`src/rtl/hazard_pkg.sv`:
```
// Shared widths, Tuse/Tnew encodings and forward-select codes for the hazard unit.
package hazard_pkg;

    localparam int unsigned REG_AW_DEF   = 5;
    localparam int unsigned STAGES_DEF   = 3;
    localparam int unsigned TW_DEF       = 2;
    localparam int unsigned MULT_CYC_DEF = 5;
    localparam int unsigned DIV_CYC_DEF  = 10;

    // Width of a forward select able to name GRF (0) plus every tracked stage.
    function automatic int unsigned sel_width(input int unsigned stages);
        return $clog2(stages + 1);
    endfunction

    localparam int unsigned SEL_W_DEF = sel_width(STAGES_DEF);

    // Cycles from D until an operand is consumed.
    localparam logic [TW_DEF-1:0] TUSE_D = 2'd0;
    localparam logic [TW_DEF-1:0] TUSE_E = 2'd1;
    localparam logic [TW_DEF-1:0] TUSE_M = 2'd2;

    // Cycles after entering E until a result exists.
    localparam logic [TW_DEF-1:0] TNEW_0 = 2'd0;
    localparam logic [TW_DEF-1:0] TNEW_1 = 2'd1;
    localparam logic [TW_DEF-1:0] TNEW_2 = 2'd2;

    localparam logic [SEL_W_DEF-1:0] FWD_GRF = 2'd0;
    localparam logic [SEL_W_DEF-1:0] FWD_E   = 2'd1;
    localparam logic [SEL_W_DEF-1:0] FWD_M   = 2'd2;
    localparam logic [SEL_W_DEF-1:0] FWD_W   = 2'd3;

endpackage

```
`src/rtl/hazard_scoreboard_if.sv`:
```
// Decode-stage view of the hazard unit: decoder fields in, stall/forward/busy out.
interface hazard_scoreboard_if #(
    parameter int unsigned REG_AW = 5,
    parameter int unsigned TW     = 2,
    parameter int unsigned SEL_W  = 2
);

    logic [REG_AW-1:0] D_rs;
    logic [REG_AW-1:0] D_rt;
    logic              D_rs_use;
    logic              D_rt_use;
    logic [TW-1:0]     D_rs_Tuse;
    logic [TW-1:0]     D_rt_Tuse;
    logic [REG_AW-1:0] D_A3;
    logic [TW-1:0]     D_Tnew;
    logic              D_md_start;
    logic              D_md_div;
    logic              D_md_use;

    logic              stall;
    logic [SEL_W-1:0]  fwd_rs_sel;
    logic [SEL_W-1:0]  fwd_rt_sel;
    logic              md_busy;

    // Decoder side.
    modport master (
        output D_rs, D_rt, D_rs_use, D_rt_use, D_rs_Tuse, D_rt_Tuse,
               D_A3, D_Tnew, D_md_start, D_md_div, D_md_use,
        input  stall, fwd_rs_sel, fwd_rt_sel, md_busy
    );

    // Hazard unit side.
    modport slave (
        input  D_rs, D_rt, D_rs_use, D_rt_use, D_rs_Tuse, D_rt_Tuse,
               D_A3, D_Tnew, D_md_start, D_md_div, D_md_use,
        output stall, fwd_rs_sel, fwd_rt_sel, md_busy
    );

endinterface

```
`src/rtl/md_busy_counter.sv`:
```
// Tracks how many cycles the multi-cycle mult/div unit stays occupied.
module md_busy_counter #(
    parameter int unsigned MULT_CYC = 5,
    parameter int unsigned DIV_CYC  = 10
) (
    input  logic clk,
    input  logic reset,
    input  logic i_load,
    input  logic i_div,
    output logic o_busy
);

    localparam int unsigned MAX_CYC = (DIV_CYC > MULT_CYC) ? DIV_CYC : MULT_CYC;
    localparam int unsigned CW      = $clog2(MAX_CYC + 1);

    logic [CW-1:0] r_cnt;

    // Load on an accepted mult/div, otherwise count down and rest at zero.
    always_ff @(posedge clk or negedge reset) begin
        if (!reset) begin
            r_cnt <= '0;
        end else if (i_load) begin
            r_cnt <= i_div ? CW'(DIV_CYC) : CW'(MULT_CYC);
        end else if (r_cnt != '0) begin
            r_cnt <= r_cnt - CW'(1);
        end
    end

    assign o_busy = (r_cnt != '0);

endmodule

```
`src/rtl/hazard_scoreboard.sv`:
```
// Per-stage (dest, Tnew) scoreboard driving the global stall and D-stage forward selects.
module hazard_scoreboard
    import hazard_pkg::*;
#(
    parameter int unsigned REG_AW   = REG_AW_DEF,
    parameter int unsigned STAGES   = STAGES_DEF,
    parameter int unsigned TW       = TW_DEF,
    parameter int unsigned MULT_CYC = MULT_CYC_DEF,
    parameter int unsigned DIV_CYC  = DIV_CYC_DEF
) (
    input  logic          clk,
    input  logic          reset,
    hazard_scoreboard_if.slave hz
);

    localparam int unsigned SEL_W = sel_width(STAGES);

    // Entry k describes the instruction currently in stage k (1 = E).
    logic              r_valid [1:STAGES];
    logic [REG_AW-1:0] r_a3    [1:STAGES];
    logic [TW-1:0]     r_tnew  [1:STAGES];

    logic             w_rs_hit;
    logic [SEL_W-1:0] w_rs_idx;
    logic [TW-1:0]    w_rs_tnew;
    logic             w_rt_hit;
    logic [SEL_W-1:0] w_rt_idx;
    logic [TW-1:0]    w_rt_tnew;
    logic             w_rs_hazard;
    logic             w_rt_hazard;
    logic             w_md_hazard;
    logic             w_md_busy;
    logic             w_stall;

    function automatic logic [TW-1:0] sat_dec(input logic [TW-1:0] t);
        return (t == '0) ? '0 : t - TW'(1);
    endfunction

    // Shift entries down every edge; stalls only inject a bubble at the head.
    always_ff @(posedge clk or negedge reset) begin
        if (!reset) begin
            for (int k = 1; k <= STAGES; k++) begin
                r_valid[k] <= 1'b0;
                r_a3[k]    <= '0;
                r_tnew[k]  <= '0;
            end
        end else begin
            r_valid[1] <= !w_stall && (hz.D_A3 != '0);
            r_a3[1]    <= w_stall ? '0 : hz.D_A3;
            r_tnew[1]  <= w_stall ? '0 : hz.D_Tnew;
            for (int k = 1; k < STAGES; k++) begin
                r_valid[k+1] <= r_valid[k];
                r_a3[k+1]    <= r_a3[k];
                r_tnew[k+1]  <= sat_dec(r_tnew[k]);
            end
        end
    end

    // Youngest-match priority encoder: scan oldest to youngest so the youngest wins.
    always_comb begin
        w_rs_hit  = 1'b0;
        w_rs_idx  = '0;
        w_rs_tnew = '0;
        w_rt_hit  = 1'b0;
        w_rt_idx  = '0;
        w_rt_tnew = '0;
        for (int k = STAGES; k >= 1; k--) begin
            if (hz.D_rs_use && (hz.D_rs != '0) && r_valid[k] && (r_a3[k] == hz.D_rs)) begin
                w_rs_hit  = 1'b1;
                w_rs_idx  = SEL_W'(k);
                w_rs_tnew = r_tnew[k];
            end
            if (hz.D_rt_use && (hz.D_rt != '0) && r_valid[k] && (r_a3[k] == hz.D_rt)) begin
                w_rt_hit  = 1'b1;
                w_rt_idx  = SEL_W'(k);
                w_rt_tnew = r_tnew[k];
            end
        end
    end

    assign w_rs_hazard = w_rs_hit && (w_rs_tnew > hz.D_rs_Tuse);
    assign w_rt_hazard = w_rt_hit && (w_rt_tnew > hz.D_rt_Tuse);
    assign w_md_hazard = hz.D_md_use && w_md_busy;
    assign w_stall     = w_rs_hazard || w_rt_hazard || w_md_hazard;

    md_busy_counter #(
        .MULT_CYC (MULT_CYC),
        .DIV_CYC  (DIV_CYC)
    ) u_md_busy_counter (
        .clk    (clk),
        .reset  (reset),
        .i_load (hz.D_md_start && !w_stall),
        .i_div  (hz.D_md_div),
        .o_busy (w_md_busy)
    );

    // A pending result (tnew > 0) is left for a later stage to forward.
    assign hz.fwd_rs_sel = (w_rs_hit && (w_rs_tnew == '0)) ? w_rs_idx : '0;
    assign hz.fwd_rt_sel = (w_rt_hit && (w_rt_tnew == '0)) ? w_rt_idx : '0;
    assign hz.stall      = w_stall;
    assign hz.md_busy    = w_md_busy;

endmodule
```
`src/flat_wrapper.sv`:
```
// flat-port wrapper written by rule: the top's interface ports become plain ports
module hazard_scoreboard_flat import hazard_pkg::*;
#(
    parameter int unsigned REG_AW   = REG_AW_DEF,
    parameter int unsigned STAGES   = STAGES_DEF,
    parameter int unsigned TW       = TW_DEF,
    parameter int unsigned MULT_CYC = MULT_CYC_DEF,
    parameter int unsigned DIV_CYC  = DIV_CYC_DEF
)
  (clk, reset, hz_D_rs, hz_D_rt, hz_D_rs_use, hz_D_rt_use, hz_D_rs_Tuse, hz_D_rt_Tuse, hz_D_A3, hz_D_Tnew, hz_D_md_start, hz_D_md_div, hz_D_md_use, hz_stall, hz_fwd_rs_sel, hz_fwd_rt_sel, hz_md_busy);
  hazard_scoreboard_if #(.REG_AW(REG_AW), .TW(TW)) hz_i ();
  input  logic clk;
  input  logic reset;
  input wire logic [$bits(hz_i.D_rs)-1:0] hz_D_rs;
  input wire logic [$bits(hz_i.D_rt)-1:0] hz_D_rt;
  input wire logic [$bits(hz_i.D_rs_use)-1:0] hz_D_rs_use;
  input wire logic [$bits(hz_i.D_rt_use)-1:0] hz_D_rt_use;
  input wire logic [$bits(hz_i.D_rs_Tuse)-1:0] hz_D_rs_Tuse;
  input wire logic [$bits(hz_i.D_rt_Tuse)-1:0] hz_D_rt_Tuse;
  input wire logic [$bits(hz_i.D_A3)-1:0] hz_D_A3;
  input wire logic [$bits(hz_i.D_Tnew)-1:0] hz_D_Tnew;
  input wire logic [$bits(hz_i.D_md_start)-1:0] hz_D_md_start;
  input wire logic [$bits(hz_i.D_md_div)-1:0] hz_D_md_div;
  input wire logic [$bits(hz_i.D_md_use)-1:0] hz_D_md_use;
  output wire logic [$bits(hz_i.stall)-1:0] hz_stall;
  output wire logic [$bits(hz_i.fwd_rs_sel)-1:0] hz_fwd_rs_sel;
  output wire logic [$bits(hz_i.fwd_rt_sel)-1:0] hz_fwd_rt_sel;
  output wire logic [$bits(hz_i.md_busy)-1:0] hz_md_busy;
  assign hz_i.D_rs = hz_D_rs;
  assign hz_i.D_rt = hz_D_rt;
  assign hz_i.D_rs_use = hz_D_rs_use;
  assign hz_i.D_rt_use = hz_D_rt_use;
  assign hz_i.D_rs_Tuse = hz_D_rs_Tuse;
  assign hz_i.D_rt_Tuse = hz_D_rt_Tuse;
  assign hz_i.D_A3 = hz_D_A3;
  assign hz_i.D_Tnew = hz_D_Tnew;
  assign hz_i.D_md_start = hz_D_md_start;
  assign hz_i.D_md_div = hz_D_md_div;
  assign hz_i.D_md_use = hz_D_md_use;
  assign hz_stall = hz_i.stall;
  assign hz_fwd_rs_sel = hz_i.fwd_rs_sel;
  assign hz_fwd_rt_sel = hz_i.fwd_rt_sel;
  assign hz_md_busy = hz_i.md_busy;
  hazard_scoreboard #(.REG_AW(REG_AW), .STAGES(STAGES), .TW(TW), .MULT_CYC(MULT_CYC), .DIV_CYC(DIV_CYC)) u_core (.clk(clk), .reset(reset), .hz(hz_i));
endmodule
```
`config.mk`:
```
export PLATFORM = sky130hd
export DESIGN_NAME = hazard_scoreboard_flat
export DESIGN_NICKNAME = d
export VERILOG_FILES = /design/src/rtl/hazard_pkg.sv /design/src/rtl/hazard_scoreboard_if.sv /design/src/rtl/md_busy_counter.sv /design/src/rtl/hazard_scoreboard.sv /design/src/flat_wrapper.sv
export SDC_FILE = /design/constraint.sdc
export NUM_CORES = 1
export LEC_CHECK = 0
export CORE_ASPECT_RATIO = 0.5
export CORE_UTILIZATION = 55
export DETAILED_ROUTE_END_ITERATION = 8
export GPL_TIMING_DRIVEN = 1
export PLACE_DENSITY = 0.95
export SYNTH_ARGS = -nofsm -noshare
export SYNTH_HDL_FRONTEND = slang
export SYNTH_SLANG_ARGS = --single-unit
```
`constraint.sdc`:
```
create_clock -name clk -period 6.4 [get_ports clk]
set_clock_uncertainty 0.1 [all_clocks]
set_input_delay 1.28 -clock clk [delete_from_list [all_inputs] [get_ports clk]]
set_output_delay 1.28 -clock clk [all_outputs]
set_load 0.01 [all_outputs]
```
==> results.json <==
{
  "status": "finished clean",
  "synth_area_um2": 1650,
  "cts.clk_slew.worst_paths_ps": 100,
  "finalSetupViolCount": 0,
  "cts_hold_buf": 0,
  "yosys_register_bits": 28,
  "final_nets": 240,
  "htree_levels": 1,
  "n_antenna_cell": 0,
  "cp-end-kind": "primary output",
  "dr.first_iter.drc_count": 142,
  "cp.arrival_ps": 4910,
  "tns_ps": 0,
  "final_max_slew_viol_count": 0,
  "reg2reg_slack_ps": 2890,
  "timing.fmax_mhz": 159,
  "drive_above_1_share_pct": 11.2,
  "wl_per_cell_um": 17.1,
  "cts-root-buf": "clkbuf_8",
  "cts_tree": "done",
  "drv_cap": 0,
  "dieHeight_um": 40.7,
  "gp_routability_congestion": 0.944,
  "rsz0062_at_grt": "false",
  "port_buffers": 33,
  "rows": 13,
  "power_density_nw_per_um2": 253,
  "ir_worst_vdd_mv": 0.210,
  "syn_nets": 195,
  "yosysWarnings": 0,
  "die-area_um2": 3240,
  "die_x_um": 79.5,
  "cts_sinks": 28,
  "synthesis.instances": 161,
  "required_ps": 5020,
  "drc": 0,
  "period_minus_slack_ps": 6290,
  "clockBufferDepth": 2,
  "antenna_found_initial": 0,
  "startpoint_type": "input port",
  "grt_max_degree": 29,
  "max_slew_margin_pct": 62.7,
  "fillers": 152,
  "finalWirelength_um": 4150,
  "placed_area_um2": 2070,
  "ant_nets": 0,
  "cts_buffers": 3,
  "start_util_pct": 60.8,
  "period_share_pct": 98.3,
  "grt_use_total_pct": 27.2,
  "via_per_inst": 5.69,
  "hp-class": "register to register",
  "async_flop_share_pct": 100,
  "critPathMaxFanout": 4,
  "grt_pass1_vias": 1290,
  "crit_type": "input port to primary output",
  "finalHoldViolCount": 0,
  "via_count": 1377,
  "synth.yosys.seq_area_share_pct": 42.5,
  "synth_area_per_cell_um2": 10.3,
  "fin_area_um2": 2160,
  "areaGrowthSynthToFinish_pct": 31.1,
  "cellLeakagePower_nw": 0.967,
  "io_pins": 34,
  "tightest_slew_ps": 554,
  "synth_flop_cell": "dfrtp_1",
  "dp.final_hpwl_um": 3040,
  "synth_edf_count": 0,
  "overflow": 0,
  "clk_latency_ps": 290,
  "drt_pass1_iterations": 5,
  "grt_pass1_wl_um": 6140,
  "synth_cell_types": 34,
  "core_um2": 2720
}
worst max-delay path, cell delays in order:
cell and delay, ps:
clkdlybuf4s50_1 540, xor2_1 200, nor4_1 400, nand4_1 260, mux2_2 340, a21oi_1 290, ha_1 300, nor2b_1 130
o21ai_0 140, a31oi_1 110, a211oi_2 350, inv_1 90, clkdlybuf4s50_1 480
sequential cells by signal, indices dropped and copies added (netlist names):
name	flops
u_core.r_a3	15
u_core.u_md_busy_counter.r_cnt	4
u_core.r_valid	3
u_core.r_tnew	6
logic make-up after synthesis:
| group | share of synthesized area [%] |
|---|---|
| compound gates | 8.49 |
| fa+ha+maj | 4.55 |
| buf+inv | 2.50 |
| mux | 3.94 |
| simple gates | 21.1 |
| flops | 42.5 |
| xor+xnor | 17.0 |
synth_stat cells (4+ instances only):
master | number | area [um^2]
xnor2_1 | 7 | 61.3
nand2_1 | 13 | 48.8
ha_1 | 6 | 75.1
mux2_2 | 4 | 45.0
inv_1 | 11 | 41.3
nor2_1 | 9 | 33.8
dfrtp_1 | 28 | 701
and2_1 | 9 | 56.3
xor2_1 | 25 | 219
nand3_1 | 5 | 25.0
nor4_1 | 6 | 37.5
final timing paths:
path                                             start                                            end  depth (start not counted)
hold / removal             u_core.r_valid[1]$_DFF_PN0_                    u_core.r_valid[0]$_DFF_PN0_                          0
max in group asynchronous                        reset                     u_core.r_tnew[4]$_DFF_PN0_                          2
hold reg to reg            u_core.r_valid[1]$_DFF_PN0_                    u_core.r_valid[0]$_DFF_PN0_                          0
setup reg to reg              u_core.r_a3[6]$_DFF_PN0_  u_core.u_md_busy_counter.r_cnt[1]$_DFFE_PN0P_                         11
min in group asynchronous                        reset                       u_core.r_a3[3]$_DFF_PN0_                          2
setup / recovery                            hz_D_rt[4]                                       hz_stall                         13
cell type report:
class	instances	area, um^2	share of cell area, %
Clock inverter	1	30.0	1.39
Clock buffer	3	41.3	1.91
Inverter	11	41.3	1.91
Sequential cell	28	701	32.4
Timing Repair Buffer	40	383	17.7
Multi-Input combinational cell	122	921	42.6
Tap cell	37	46.3	2.14
metrics by stage:
| step | hold WS (ps) | setup slack, ps | instances | util (%) | total power [mW] |
|---|---|---|---|---|---|
| floorplan | 274 | 1310 | 161 | - | 0.339 |
| global placement | 303 | 116 | 237 | 76.3 | 0.396 |
| detailed placement | 326 | 70.4 | 237 | 76.3 | 0.406 |
| CTS | 334 | 0.255 | 241 | 78.9 | 0.546 |
| global route | 363 | 13.3 | 242 | 79.6 | 0.577 |
| finish | 333 | 110 | 242 | 79.6 | 0.548 |
repair_timing:
action                     CTS  global route
setup buffers                0             1
setup endpoints to repair    0             1
resized for setup            0             3
per-layer routing:
metal	track usage [%]	vias to the layer above	wire length (um)
met5	0	-	0
met4	8.18	0	63
met3	6.00	6	257
met2	50.9	69	2040
met1	33.1	661	1790
li1	-	641	-
cells in the final DEF, fill, tap and decap left out, types with 2 or more instances in the layout:
master,synthesis,final
a211oi_1,3,3
a21oi_1,3,3
a31oi_1,3,2
and2_1,9,9
buf_4,0,7
clkbuf_8,0,3
clkdlybuf4s50_1,0,33
dfrtp_1,28,28
ha_1,6,6
inv_1,11,11
mux2_2,4,4
mux2i_1,2,2
nand2_1,13,13
nand3_1,5,5
nand4_1,2,2
nor2_1,9,9
nor2b_1,3,3
nor3_1,3,3
nor4_1,6,5
o21ai_0,3,2
o21ai_1,1,2
or4_1,2,2
xnor2_1,7,7
xor2_1,25,25
where the power goes:
part	leakage (nW)	switching (mW)	internal, mW	total, mW
combinational	0.577	0.0792	0.0865	0.166
clock	0.0357	0.0571	0.0838	0.141
sequential	0.354	0.0316	0.210	0.242
Note: power is estimated with default switching activity, not from simulation.
